## config.mk

```make
export PLATFORM = sky130hd
export DESIGN_NAME = uart_tx_serialiser
export DESIGN_NICKNAME = d
export VERILOG_FILES = /design/src/rtl/uart_tx_serialiser.sv
export SDC_FILE = /design/constraint.sdc
export NUM_CORES = 1
export LEC_CHECK = 0
export CAP_MARGIN = 40
export CELL_PAD_IN_SITES_DETAIL_PLACEMENT = 1
export CELL_PAD_IN_SITES_GLOBAL_PLACEMENT = 1
export CORE_MARGIN = 5
export CORE_UTILIZATION = 45
export DETAILED_ROUTE_END_ITERATION = 16
export PLACE_DENSITY = 0.73
export SYNTH_ARGS = -nofsm -noshare
export SYNTH_HDL_FRONTEND = slang
export SYNTH_SLANG_ARGS = --single-unit
```

## constraint.sdc

```tcl
create_clock -name clk -period 5.65 [get_ports clk]
set_clock_uncertainty 0.05 [all_clocks]
set_input_delay 0.565 -clock clk [delete_from_list [all_inputs] [get_ports clk]]
set_output_delay 0.565 -clock clk [all_outputs]
set_load 0.02 [all_outputs]
```

## src/rtl/uart_tx_serialiser.sv

```systemverilog
// uart_tx_serialiser
// Byte-to-serial UART transmitter for the SoC debug console. Bytes strobed in
// on tx_send/tx_data are buffered in a small FIFO and sent on uart_tx as 8N1
// frames (start bit, 8 data bits LSB-first, stop bit). Each bit lasts DIV
// clock cycles, where DIV = CLK_MHZ*1e6/BAUD (minimum 1; CLK_MHZ=0 gives one
// clock per bit for simulation).
//
// Ports
//   clk         in   system clock, rising edge
//   rst         in   synchronous active-high reset
//   tx_send     in   one-cycle strobe: push tx_data into the FIFO
//   tx_data     in   byte to transmit
//   uart_tx     out  serial line, idle high (registered)
//   tx_full     out  FIFO holds FIFO_DEPTH bytes
//   tx_idle     out  FIFO empty and no frame in progress
//   fifo_count  out  bytes waiting, not counting the byte on the line
//   overflow    out  sticky flag: a tx_send arrived while the FIFO was full
module uart_tx_serialiser #(
    parameter int CLK_MHZ    = 12,
    parameter int BAUD       = 115200,
    parameter int FIFO_DEPTH = 4
) (
    input  logic                          clk,
    input  logic                          rst,
    input  logic                          tx_send,
    input  logic [7:0]                    tx_data,
    output logic                          uart_tx,
    output logic                          tx_full,
    output logic                          tx_idle,
    output logic [$clog2(FIFO_DEPTH):0]   fifo_count,
    output logic                          overflow
);

    localparam int DIV_RAW = (CLK_MHZ * 1000000) / BAUD;
    localparam int DIV     = (DIV_RAW < 1) ? 1 : DIV_RAW;
    localparam int DIV_W   = (DIV > 1) ? $clog2(DIV) : 1;
    localparam int PTR_W   = $clog2(FIFO_DEPTH);
    localparam int CNT_W   = PTR_W + 1;

    localparam logic [DIV_W-1:0] DIV_LAST = DIV_W'(DIV - 1);
    localparam logic [CNT_W-1:0] DEPTH_C  = CNT_W'(FIFO_DEPTH);

    localparam logic [1:0] S_IDLE  = 2'd0;
    localparam logic [1:0] S_START = 2'd1;
    localparam logic [1:0] S_DATA  = 2'd2;
    localparam logic [1:0] S_STOP  = 2'd3;

    logic [1:0]       state_q, state_d;
    logic [DIV_W-1:0] divCnt_q, divCnt_d;
    logic [2:0]       bitCnt_q, bitCnt_d;
    logic [7:0]       shift_q, shift_d;
    logic             line_q, line_d;
    logic [PTR_W-1:0] wrPtr_q, wrPtr_d;
    logic [PTR_W-1:0] rdPtr_q, rdPtr_d;
    logic [CNT_W-1:0] count_q, count_d;
    logic             overflow_q, overflow_d;
    logic [7:0]       mem_q [FIFO_DEPTH];

    logic canPush;
    logic pop;
    logic divDone;

    // A push is accepted only against the count before the edge, so a pop at
    // the same edge cannot make room for a byte arriving while full.
    assign canPush = tx_send && (count_q != DEPTH_C);
    assign divDone = (divCnt_q == DIV_LAST);

    // Frame sequencing plus FIFO bookkeeping. The line value is computed one
    // cycle ahead so uart_tx comes straight from a flop. Leaving STOP with
    // bytes waiting pops immediately so consecutive frames have no gap.
    always_comb begin
        state_d    = state_q;
        divCnt_d   = divCnt_q;
        bitCnt_d   = bitCnt_q;
        shift_d    = shift_q;
        line_d     = line_q;
        pop        = 1'b0;

        case (state_q)
            S_IDLE: begin
                line_d   = 1'b1;
                divCnt_d = '0;
                if (count_q != '0) begin
                    pop     = 1'b1;
                    shift_d = mem_q[rdPtr_q];
                    line_d  = 1'b0;
                    state_d = S_START;
                end
            end
            S_START: begin
                if (divDone) begin
                    divCnt_d = '0;
                    bitCnt_d = '0;
                    line_d   = shift_q[0];
                    shift_d  = shift_q >> 1;
                    state_d  = S_DATA;
                end else begin
                    divCnt_d = divCnt_q + DIV_W'(1);
                end
            end
            S_DATA: begin
                if (divDone) begin
                    divCnt_d = '0;
                    if (bitCnt_q == 3'd7) begin
                        line_d  = 1'b1;
                        state_d = S_STOP;
                    end else begin
                        bitCnt_d = bitCnt_q + 3'd1;
                        line_d   = shift_q[0];
                        shift_d  = shift_q >> 1;
                    end
                end else begin
                    divCnt_d = divCnt_q + DIV_W'(1);
                end
            end
            default: begin
                if (divDone) begin
                    divCnt_d = '0;
                    if (count_q != '0) begin
                        pop     = 1'b1;
                        shift_d = mem_q[rdPtr_q];
                        line_d  = 1'b0;
                        state_d = S_START;
                    end else begin
                        line_d  = 1'b1;
                        state_d = S_IDLE;
                    end
                end else begin
                    divCnt_d = divCnt_q + DIV_W'(1);
                end
            end
        endcase

        wrPtr_d = canPush ? wrPtr_q + PTR_W'(1) : wrPtr_q;
        rdPtr_d = pop     ? rdPtr_q + PTR_W'(1) : rdPtr_q;

        case ({canPush, pop})
            2'b10:   count_d = count_q + CNT_W'(1);
            2'b01:   count_d = count_q - CNT_W'(1);
            default: count_d = count_q;
        endcase

        overflow_d = overflow_q | (tx_send & ~canPush);
    end

    // State registers; reset abandons any frame and returns the line high.
    always_ff @(posedge clk) begin
        if (rst) begin
            state_q    <= S_IDLE;
            divCnt_q   <= '0;
            bitCnt_q   <= '0;
            shift_q    <= '0;
            line_q     <= 1'b1;
            wrPtr_q    <= '0;
            rdPtr_q    <= '0;
            count_q    <= '0;
            overflow_q <= 1'b0;
        end else begin
            state_q    <= state_d;
            divCnt_q   <= divCnt_d;
            bitCnt_q   <= bitCnt_d;
            shift_q    <= shift_d;
            line_q     <= line_d;
            wrPtr_q    <= wrPtr_d;
            rdPtr_q    <= rdPtr_d;
            count_q    <= count_d;
            overflow_q <= overflow_d;
        end
    end

    // FIFO storage needs no reset; the pointers and count define what is valid.
    always_ff @(posedge clk) begin
        if (canPush && !rst) begin
            mem_q[wrPtr_q] <= tx_data;
        end
    end

    assign uart_tx    = line_q;
    assign fifo_count = count_q;
    assign tx_full    = (count_q == DEPTH_C);
    assign tx_idle    = (count_q == '0) && (state_q == S_IDLE);
    assign overflow   = overflow_q;

endmodule

```

==> key figures <==
Clock network
  • Clock Tree Root: clkbuf_8
  • H-tree depth: 3
  • Total CTS buffers: 9
  • Hold buffer count at CTS: 0
  • CTS clk-pin slew, worst paths: approximately 0.080 ns
  • Clock Path Buffers: 2
  • Post-CTS resize count: 0
  • CTS tree: built
  • # clock sinks: between 60 and 70
  • Post-CTS Setup Inserts: 0
  • Worst-skew pair later-pin latency: 0.35 ns

Min path
  • Worst Hold Depth: 1
  • Hold Path Class: reg2reg
  • Hold Startpoint: divCnt_q[0]
  • Hold Path End: divCnt_q[0]

Floorplanning
  • Die area: 7875 um2
  • Row count: 28
  • Starting Density: ~47%
  • Ports: 18
  • Die Ht: 88.74 um
  • Die width: about 90 um
  • Core area: 5991 um2

Timing
  • Final period utilization: approximately 47%
  • Setup tns final: 0 ns
  • Final min period: 2.639 ns
  • Setup violators final: 0
  • Fin. Hold Viols: 0
  • Worst slew pin tran: between 0.5 and 0.6 ns
  • Worst rel slew slack: a little over three fifths
  • RSZ-0062 raised after global routing: false
  • Max Clk Rate: between 0.3 and 0.4 GHz
  • Fin. max-slew vios: 0

Synth
  • Post-synth top cells: edfxtp_1 (32), dfxtp_1 (31), a21oi_1 (19)
  • Top cell type's share of synthesized area: between 30% and 40%
  • Post-synth ARST share: 0%
  • Unique masters post-synth: 42
  • Most common cell in the synthesized netlist: edfxtp_1
  • Mapped Cells: approximately 220
  • Main synth FF type: edfxtp_1
  • Number of synthesized flops with an enable pin: 32
  • Total number of yosys warnings: 0
  • Synth area leaders: edfxtp_1 (34%), dfxtp_1 (22%), mux4_2 (6.5%)
  • Avg Inst Size Synth: 12.86 um2
  • Yosys reg bits: 63
  • Syn_nets: ~240
  • Seq/Total Area, Yosys: ~57%
  • Synth Cell Area: between 2000 and 3000 um2
  • Area leader, netlist: edfxtp_1

Global routing
  • Largest net degree at the start of global routing: 30
  • GRT Total Usage: 15.44%
  • Global route overflow: 0
  • Vias in the first global route: 1,807
  • Initial antenna violation count: 0
  • First-pass GRT wire length: 8.990 mm

Place
  • # port buffers: 17
  • RD Place Congestion: between 0.7 and 0.8
  • Dpl hpwl: 3.515 mm

Critical path
  • Worst r2r dst: fifo_count[2]
  • Worst reg2reg path depth: 10
  • WP data arrival: 2.02 ns
  • Worst Setup End Kind: output pin
  • Req. time, crit path: just over 5 ns
  • Crit Path Max Fanout: 7
  • Critical path class: reg2out
  • Worst r2r src: divCnt_q[0]
  • Register-to-Register Setup Slack: 3.10 ns
  • Critical path launch point type: flip-flop

Job
  • Max-cap viol count: 0

Finish
  • Area grow syn2layout: 15.65%
  • Multi-input gate area: 1114 um2
  • Register area: approximately 1600 um2
  • Fraction of layout instances using a drive strength above 1: around 14%
  • Fillers: about 600
  • Ant diodes: 0
  • # nets final: 259

Routing
  • Post-DR wirelength/cell: between 15 and 20 um
  • ANT nets after route: 0
  • Residual DRC: 0
  • Via Count: approximately 1,700
  • Iteration-0 DRC Markers: 87
  • Final WL: 5.168 mm
  • Router iterations before antenna repair: 4
  • Vias per cell: ~5.4

Outcome
  • Status: finished, final reports clean

Power
  • Peak VDD IR: around 0.24 mV
  • Pwr Total: roughly 1700 uW
  • Leakage Power: ~0.0011 uW
  • Pwr Density: 522.9 nW/um2
## placed cells by master, fill, tap and decap left out, drive strengths merged, types with 6 or more instances in the layout
master	netlist	layout
edfxtp	32	32
dfxtp	31	31
a21oi	19	19
nor2	17	17
clkdlybuf4s50	0	17
ha	12	12
inv	9	11
mux2i	10	10
clkbuf	5	9
mux4	8	8
a311oi	7	7
and2	6	6
## cell families (layout without fill, tap and decap cells)
group	after synthesis	in the layout	share of synthesized area, %
XOR/XNOR	8	8	2.511
multiplexers	18	18	10.04
AO/OA/AOI/OAI	40	40	10.09
buffers and inverters	20	43	3.408
adder cells (fa/ha/maj)	13	13	6.099
flip-flops	63	63	56.68
AND/OR/NAND/NOR	55	55	11.17
## layout make-up
type / instances / share of cell area, %
flip-flops and latches: 63 / 49.01
multi-input cells: 134 / 34.51
repair buffers: 18 / 5.506
clock buffers: 9 / 3.839
clock inverters: 7 / 3.180
well taps: 75 / 2.908
inverters: 9 / 1.047
## report_power, final
group          internal, uW  leakage (uW)  switching, uW
clock                   253      0.000110            194
combinational           289      0.000454            341
sequential              549      0.000544           61.4
total                  1090       0.00111            597
## flip-flops by register name, summed over array words and instances (netlist names), named ones only
register	flops
rdPtr_q	2
wrPtr_q	2
divCnt_q	7
shift_q	8
state_q	2
overflow	1
fifo_count	3
uart_tx	1
mem_q	32
bitCnt_q	3
## per-layer routing
layer / wire, um / global-route usage (%) / share of wire [%] / vias to the layer above
li1: - / - / - / 840
met1: 2407 / 19.29 / 47 / 838
met2: 2483 / 23.75 / 48 / 20
met3: 185 / 5.587 / 3.6 / 10
met4: 93 / 7.418 / 1.8 / 0
met5: 0 / 0 / 0 / -
## worst max-delay path by stage
stage	from	to	slack, ns	cells after the start
finish	fifo_count[0]	tx_idle	3.01	3
global route	fifo_count[0]	tx_idle	2.89	3
global placement	tx_send	fifo_count[2]	3.16	8
floorplan	fifo_count[2]	fifo_count[2]	2.93	8
detailed placement	divCnt_q[0]	fifo_count[2]	3.10	10
CTS	fifo_count[0]	tx_idle	3.01	3
## critical path, stage by stage, from the launching register on
cell	delay (ns)
dfxtp_1	0.39
nor3_2	0.42
and2_1	0.25
clkdlybuf4s50_1	0.62
## through the flow
| stage | instance area [um2] | hold WS (ns) | instances | util, % | setup WS, ns |
|---|---|---|---|---|---|
| floorplan | 2790 | 0.3676 | 217 | - | 2.927 |
| global placement | 3000 | 0.3817 | 299 | 50.08 | 3.157 |
| detailed placement | 3000 | 0.3896 | 299 | 50.08 | 3.098 |
| CTS | 3227 | 0.4072 | 315 | 53.86 | 3.005 |
| global route | 3227 | 0.4411 | 315 | 53.86 | 2.893 |
| finish | 3227 | 0.4029 | 315 | 53.86 | 3.011 |
Power figures use the tool's default switching activity.
